--- src/rtl/map_fill_engine.sv ---
// Tile-map rectangle fill engine and arbiter for map_ram port b.
// CPU map accesses always own the port; the engine writes only in cycles the CPU leaves free.
module map_fill_engine (
   input  logic        clock,
   input  logic        reset,
   input  logic        cs,
   input  logic        map_cs,
   input  logic        read,
   input  logic        write,
   input  logic [9:0]  address,
   input  logic [31:0] data_in,
   output logic [31:0] data_out,
   output logic        busy,
   output logic        b_cs,
   output logic        b_read,
   output logic        b_write,
   output logic [4:0]  b_row_index,
   output logic [4:0]  b_col_index,
   output logic [7:0]  b_in
);

   typedef enum logic [0:0] {ST_IDLE = 1'b0, ST_FILL = 1'b1} state_t;

   state_t      state_q, state_d;
   logic [4:0]  row0_q, row0_d, col0_q, col0_d;
   logic [4:0]  hm1_q, hm1_d, wm1_q, wm1_d;
   logic [7:0]  fill_q, fill_d, step_q, step_d;
   logic [4:0]  r_q, r_d, c_q, c_d;
   logic [7:0]  tile_q, tile_d;
   logic        done_q, done_d;

   logic [1:0]  offset_s;
   logic        ctrl_wr_s, start_s, abort_s, stat_rd_s, busy_s, eng_wr_s, last_s;

   assign offset_s  = address[1:0];
   assign ctrl_wr_s = cs & write & (offset_s == 2'd0);
   // ABORT takes priority over START when both bits are written together.
   assign start_s   = ctrl_wr_s & data_in[0] & ~data_in[1];
   assign abort_s   = ctrl_wr_s & data_in[1];
   assign stat_rd_s = cs & read & (offset_s == 2'd0);
   assign busy_s    = (state_q == ST_FILL);
   assign eng_wr_s  = busy_s & ~map_cs & ~abort_s;
   assign last_s    = eng_wr_s & (r_q == hm1_q) & (c_q == wm1_q);
   assign busy      = busy_s;

   // State and register storage with synchronous reset.
   always_ff @(posedge clock) begin
      if (reset) begin
         state_q <= ST_IDLE;
         row0_q  <= 5'd0;
         col0_q  <= 5'd0;
         hm1_q   <= 5'd0;
         wm1_q   <= 5'd0;
         fill_q  <= 8'd0;
         step_q  <= 8'd0;
         r_q     <= 5'd0;
         c_q     <= 5'd0;
         tile_q  <= 8'd0;
         done_q  <= 1'b0;
      end else begin
         state_q <= state_d;
         row0_q  <= row0_d;
         col0_q  <= col0_d;
         hm1_q   <= hm1_d;
         wm1_q   <= wm1_d;
         fill_q  <= fill_d;
         step_q  <= step_d;
         r_q     <= r_d;
         c_q     <= c_d;
         tile_q  <= tile_d;
         done_q  <= done_d;
      end
   end

   // Configuration registers, write-protected while a fill runs.
   always_comb begin
      row0_d = row0_q;
      col0_d = col0_q;
      hm1_d  = hm1_q;
      wm1_d  = wm1_q;
      fill_d = fill_q;
      step_d = step_q;
      if (cs & write & ~busy_s) begin
         case (offset_s)
            2'd1: begin
               row0_d = data_in[12:8];
               col0_d = data_in[4:0];
            end
            2'd2: begin
               hm1_d = data_in[12:8];
               wm1_d = data_in[4:0];
            end
            2'd3: begin
               fill_d = data_in[7:0];
               step_d = data_in[15:8];
            end
            default: begin
               row0_d = row0_q;
            end
         endcase
      end else begin
         fill_d = fill_q;
      end
   end

   // Fill sequencing: counters and tile advance only on granted cycles.
   always_comb begin
      state_d = state_q;
      r_d     = r_q;
      c_d     = c_q;
      tile_d  = tile_q;
      case (state_q)
         ST_IDLE: begin
            if (start_s) begin
               state_d = ST_FILL;
               r_d     = 5'd0;
               c_d     = 5'd0;
               tile_d  = fill_q;
            end else begin
               state_d = ST_IDLE;
            end
         end
         ST_FILL: begin
            if (abort_s) begin
               state_d = ST_IDLE;
            end else if (eng_wr_s) begin
               tile_d = tile_q + step_q;
               if (c_q == wm1_q) begin
                  c_d = 5'd0;
                  r_d = r_q + 5'd1;
               end else begin
                  c_d = c_q + 5'd1;
               end
               if (last_s) begin
                  state_d = ST_IDLE;
               end else begin
                  state_d = ST_FILL;
               end
            end else begin
               state_d = ST_FILL;
            end
         end
         default: begin
            state_d = ST_IDLE;
         end
      endcase
   end

   // DONE is sticky; setting it beats a status-read clear on the same edge.
   always_comb begin
      done_d = done_q;
      if (last_s) begin
         done_d = 1'b1;
      end else if (start_s & ~busy_s) begin
         done_d = 1'b0;
      end else if (stat_rd_s) begin
         done_d = 1'b0;
      end else begin
         done_d = done_q;
      end
   end

   // Port-b arbitration: CPU passthrough first, then the engine.
   always_comb begin
      b_cs        = 1'b0;
      b_read      = 1'b0;
      b_write     = 1'b0;
      b_row_index = 5'd0;
      b_col_index = 5'd0;
      b_in        = 8'd0;
      if (map_cs) begin
         b_cs        = 1'b1;
         b_read      = read;
         b_write     = write;
         b_row_index = address[9:5];
         b_col_index = address[4:0];
         b_in        = data_in[31:24];
      end else if (eng_wr_s) begin
         b_cs        = 1'b1;
         b_write     = 1'b1;
         b_row_index = row0_q + r_q;
         b_col_index = col0_q + c_q;
         b_in        = tile_q;
      end else begin
         b_cs = 1'b0;
      end
   end

   // Register read-back mux.
   always_comb begin
      data_out = 32'd0;
      if (cs & read) begin
         case (offset_s)
            2'd0:    data_out = {30'd0, done_q, busy_s};
            2'd1:    data_out = {19'd0, row0_q, 3'd0, col0_q};
            2'd2:    data_out = {19'd0, hm1_q, 3'd0, wm1_q};
            2'd3:    data_out = {16'd0, step_q, fill_q};
            default: data_out = 32'd0;
         endcase
      end else begin
         data_out = 32'd0;
      end
   end

endmodule

--- config.mk ---
export PLATFORM = sky130hd
export DESIGN_NAME = map_fill_engine
export DESIGN_NICKNAME = d
export VERILOG_FILES = /design/src/rtl/map_fill_engine.sv
export SDC_FILE = /design/constraint.sdc
export NUM_CORES = 1
export LEC_CHECK = 0
export ABC_AREA = 1
export BUFFER_PORTS_ARGS = -buffer_cell sky130_fd_sc_hd__buf_4
export CAP_MARGIN = 20
export CORE_MARGIN = 3
export CORE_UTILIZATION = 40
export CTS_CLUSTER_DIAMETER = 60
export CTS_CLUSTER_SIZE = 8
export DETAILED_ROUTE_END_ITERATION = 10
export REMOVE_ABC_BUFFERS = 1
export SYNTH_ARGS = -nofsm -noshare
export SYNTH_HDL_FRONTEND = slang
export SYNTH_SLANG_ARGS = --single-unit
--- constraint.sdc ---
create_clock -name clock -period 3 [get_ports clock]
set_clock_uncertainty 0.15 [all_clocks]
set_input_delay 0.6 -clock clock [delete_from_list [all_inputs] [get_ports clock]]
set_output_delay 0.6 -clock clock [all_outputs]
set_load 0.01 [all_outputs]
==> results.py <==
metrics = {
    "timing": {
        "period_needed_ns": 2.848,
        "setup_total_negative_slack_ns": 0,
        "setup_violations": 0,
        "achievable-frequency_mhz": 351.1,
        "final-max-slew-violation-count": 0,
        "layout_worst_path_cycle_share_pct": 94.93,
        "slew_headroom_pct": 47.44,
        "transition_at_the_pin_with_the_smallest_max_transition_slack_ns": 0.7875,
        "timing_hold_violations_final": 0,
        "rsz0062_at_grt": "false",
    },
    "layout": {
        "syn_to_final_growth_pct": 20.68,
        "final_layout_net_count": 699,
        "layout.cells.non_filler": 740,
        "sequential_cell_area_um2": 1130,
        "n_antenna_cell": 0,
        "drive_gt1_share_pct": 18.20,
        "num-fill-cells": 921,
        "multiInputGateArea_um2": 2095,
    },
    "cts": {
        "cts_max_level": 2,
        "path_clk_slew_ns": 0.10,
        "cts_root_buf": "sky130_fd_sc_hd__clkbuf_8",
        "cts_tree": "done",
        "clkLatencyLatePin_ns": 0.32,
        "cts_buffers": 5,
        "cts_buffer_depth": 2,
        "cts.hold.buffers_added": 0,
        "cts.sinks": 56,
    },
    "detailed_routing": {
        "post-route-drc-count": 0,
        "route.detailed.vias_per_inst": 5.007,
        "drtIter0Drc": 245,
        "wl_per_cell_um": 14.50,
        "drt_pass1_iterations": 5,
        "route.final.wire_length_mm": 10.73,
        "vias": 3705,
        "remaining_antenna_violation_count_after_routing": 0,
    },
    "global_routing": {
        "grt_pass1_vias": 3464,
        "overflow": 0,
        "grt_antenna_before_repair": 0,
        "pin_count_of_the_biggest_net_entering_global_routing": 32,
        "grt_first_pass_wirelength_mm": 17.32,
        "track_usage_pct": 21.28,
    },
    "worst_setup_path": {
        "r2r_cells": 9,
        "critPathCaptureType": "output pin",
        "cp_cell_instances": "ha_1 > inv_1 > fa_2 > or2_2 > nand2_1 > a21oi_1 > xor2_1 > o21ai_1 > buf_4",
        "critPathKind": "flip-flop to output pin",
        "worst-path-max-fanout": 4,
        "crit_required_ns": 2.25,
        "worstSetupStartpointType": "flip-flop",
        "worst_path_max_delay_cell": "sky130_fd_sc_hd__dfxtp_4",
        "worst-endpoint-arrival_ns": 2.10,
        "slowest_delay_ns": 0.38,
    },
    "die": {
        "start_util_pct": 41.49,
        "coreArea_um2": 8806,
        "die_height_um": 101.6,
        "io-pin-count": 102,
        "die_x_um": 101.6,
        "row_count": 34,
        "die_area_um2": 10320,
    },
    "synth": {
        "synth_seq_area_share_pct": 30.68,
        "synth.avg_cell_area_um2": 6.536,
        "synth_warnings": 0,
        "synth_area_um2": 3654,
        "synthDistinctLibCells": 34,
        "syn-instance-count": 559,
        "register_bit_count_reported_by_yosys": 56,
    },
    "placed_design": {
        "detailedPlacementHpwl_mm": 8.041,
        "gp_congestion": 0.8667,
        "placedCellCount": 731,
        "port_buffers": 77,
    },
    "outcome": {
        "run_status": "finished clean",
    },
    "pwr": {
        "power_leakage_uw": 0.002132,
        "total_power_divided_by_cell_area_nw_per_um2": 357.4,
        "vdd_drop_max_v": 0.0002846,
    },
    "hold_path": {
        "count_of_cells_along_the_worst_hold_path": 2,
        "hold_path_class": "flip-flop to flip-flop",
    },
    "run": {
        "drv.max_cap_violation_count": 0,
    },
}
==> cell families (layout without fill, tap and decap cells) <==
kind of cell	after synthesis	in the layout	synth area share (%)
xor+xnor	13	13	3.116
flops	56	56	30.69
fa+ha+maj	20	20	7.466
other cells	1	16	0.1026
simple gates	240	240	26.78
buf+inv	110	168	13.73
compound gates	119	119	18.12
==> power breakdown <==
part | switching (uW) | internal (uW)
Sequential | 15.9 | 763
Combinational | 141 | 104
Clock | 257 | 295
==> Yosys cell counts <==
cell type                    n  area share (%)
sky130_fd_sc_hd__nand2_1   118              12
sky130_fd_sc_hd__nor2_1     80             8.2
sky130_fd_sc_hd__inv_1      69             7.1
sky130_fd_sc_hd__o21ai_0    58             7.9
sky130_fd_sc_hd__dfxtp_1    56              31
sky130_fd_sc_hd__a21oi_1    40             5.5
sky130_fd_sc_hd__nand3_1    23             3.2
sky130_fd_sc_hd__buf_4      18             3.7
sky130_fd_sc_hd__ha_1       17             5.8
sky130_fd_sc_hd__clkbuf_1   11             1.1
sky130_fd_sc_hd__nor3_1      9             1.2
sky130_fd_sc_hd__xnor2_1     9             2.2
sky130_fd_sc_hd__a22o_1      8             1.9
sky130_fd_sc_hd__buf_2       5            0.68
sky130_fd_sc_hd__inv_2       5            0.51
sky130_fd_sc_hd__xor2_1      4            0.96
sky130_fd_sc_hd__fa_1        3             1.6
sky130_fd_sc_hd__o211ai_1    3            0.62
sky130_fd_sc_hd__o22ai_1     3            0.51
sky130_fd_sc_hd__or2_2       3            0.51
sky130_fd_sc_hd__buf_6       2            0.62
sky130_fd_sc_hd__nor2_4      2            0.62
sky130_fd_sc_hd__o221ai_1    2            0.48
sky130_fd_sc_hd__a211oi_1    1            0.21
sky130_fd_sc_hd__a221oi_1    1            0.24
sky130_fd_sc_hd__a31oi_1     1            0.17
sky130_fd_sc_hd__a32o_1      1            0.27
sky130_fd_sc_hd__conb_1      1            0.10
sky130_fd_sc_hd__nand2_2     1            0.17
sky130_fd_sc_hd__nand3b_1    1            0.21
sky130_fd_sc_hd__nand4_1     1            0.17
sky130_fd_sc_hd__nor2_2      1            0.17
sky130_fd_sc_hd__nor3b_1     1            0.21
sky130_fd_sc_hd__o21ba_2     1            0.27
==> flip-flops by register name (all words and copies together) (netlist names) <==
name / cells
fill_q: 8
step_q: 8
tile_q: 8
c_q: 5
col0_q: 5
hm1_q: 5
r_q: 5
row0_q: 5
wm1_q: 5
busy: 1
done_q: 1
==> layout make-up <==
cell class                      instances  share of cell area (%)
Inverter                               74                   6.300
Tap cell                              108                   3.065
Timing Repair Buffer                   86                   14.64
Sequential cell                        56                   25.62
Multi-Input combinational cell        408                   47.50
Clock inverter                          1                  0.6810
Clock buffer                            7                   2.185
==> what timing repair did <==
action,CTS,global route
setup buffers,0,1
cloned,0,0
gates resized for setup,1,9
endpoints found under the setup margin,1,2
pin swaps,0,0
==> per-layer routing <==
metal  part of all wire, %  track usage (%)
met1                    46            28.40
met2                    47            36.67
met4                   2.2            5.726
met5                     0                0
met3                   5.2            2.066
==> critical path, delay by kind of cell (launching register included) <==
family	cells	cell delay, ns
adder cells (fa/ha/maj)	2	0.49
flip-flops	1	0.38
AND/OR/NAND/NOR	2	0.38
buffers and inverters	2	0.20
AO/OA/AOI/OAI	2	0.19
XOR/XNOR	1	0.14
==> metrics by stage <==
| step | worst slack, ns | hold WS [ns] | power, uW | util (%) | area, um^2 |
|---|---|---|---|---|---|
| floorplan | 0.4378 | 0.2963 | 916.5 | - | 3486 |
| global placement | 0.3270 | 0.3221 | 1037 | 48.37 | 4259 |
| detailed placement | 0.2868 | 0.3259 | 1040 | 48.37 | 4259 |
| CTS | 0.003664 | 0.3412 | 1586 | 49.82 | 4387 |
| global route | 0.01264 | 0.3605 | 1644 | 50.07 | 4409 |
| finish | 0.1520 | 0.3409 | 1576 | 50.07 | 4409 |
==> final timing paths <==
path              from              to  slack, ns
min reg2reg  fill_q[0]       fill_q[0]       0.34
min          fill_q[0]       fill_q[0]       0.34
max reg2reg       busy       tile_q[5]       0.86
max             r_q[0]  b_row_index[4]       0.15
==> layout by cell type, fill, tap and decap left out <==
cell,netlist,final
sky130_fd_sc_hd__inv_1,69,69
sky130_fd_sc_hd__a32o_1,1,1
sky130_fd_sc_hd__fa_2,0,2
sky130_fd_sc_hd__xnor2_1,9,9
sky130_fd_sc_hd__o221ai_1,2,2
sky130_fd_sc_hd__nor2_2,1,2
sky130_fd_sc_hd__buf_4,18,86
sky130_fd_sc_hd__nand3b_1,1,1
sky130_fd_sc_hd__nand4_1,1,1
sky130_fd_sc_hd__nand2_2,1,1
sky130_fd_sc_hd__or2_2,3,3
sky130_fd_sc_hd__a22o_1,8,8
sky130_fd_sc_hd__dfxtp_1,56,51
sky130_fd_sc_hd__fa_1,3,1
sky130_fd_sc_hd__nor3b_1,1,1
sky130_fd_sc_hd__bufinv_16,0,1
sky130_fd_sc_hd__o22ai_1,3,3
sky130_fd_sc_hd__clkbuf_8,0,7
sky130_fd_sc_hd__o21ai_0,58,57
sky130_fd_sc_hd__o211ai_1,3,3
sky130_fd_sc_hd__dfxtp_2,0,4
sky130_fd_sc_hd__o21ai_1,0,1
sky130_fd_sc_hd__o21ba_2,1,1
sky130_fd_sc_hd__a21oi_1,40,40
sky130_fd_sc_hd__conb_1,1,16
sky130_fd_sc_hd__nor3_1,9,9
sky130_fd_sc_hd__xor2_1,4,4
sky130_fd_sc_hd__a211oi_1,1,1
sky130_fd_sc_hd__nand2_1,118,118
sky130_fd_sc_hd__nor2_1,80,79
sky130_fd_sc_hd__inv_2,5,5
sky130_fd_sc_hd__a31oi_1,1,1
sky130_fd_sc_hd__ha_1,17,17
sky130_fd_sc_hd__nand3_1,23,23
sky130_fd_sc_hd__dfxtp_4,0,1
sky130_fd_sc_hd__nor2_4,2,2
sky130_fd_sc_hd__a221oi_1,1,1
No activity file was read; power rests on OpenSTA's default activity.
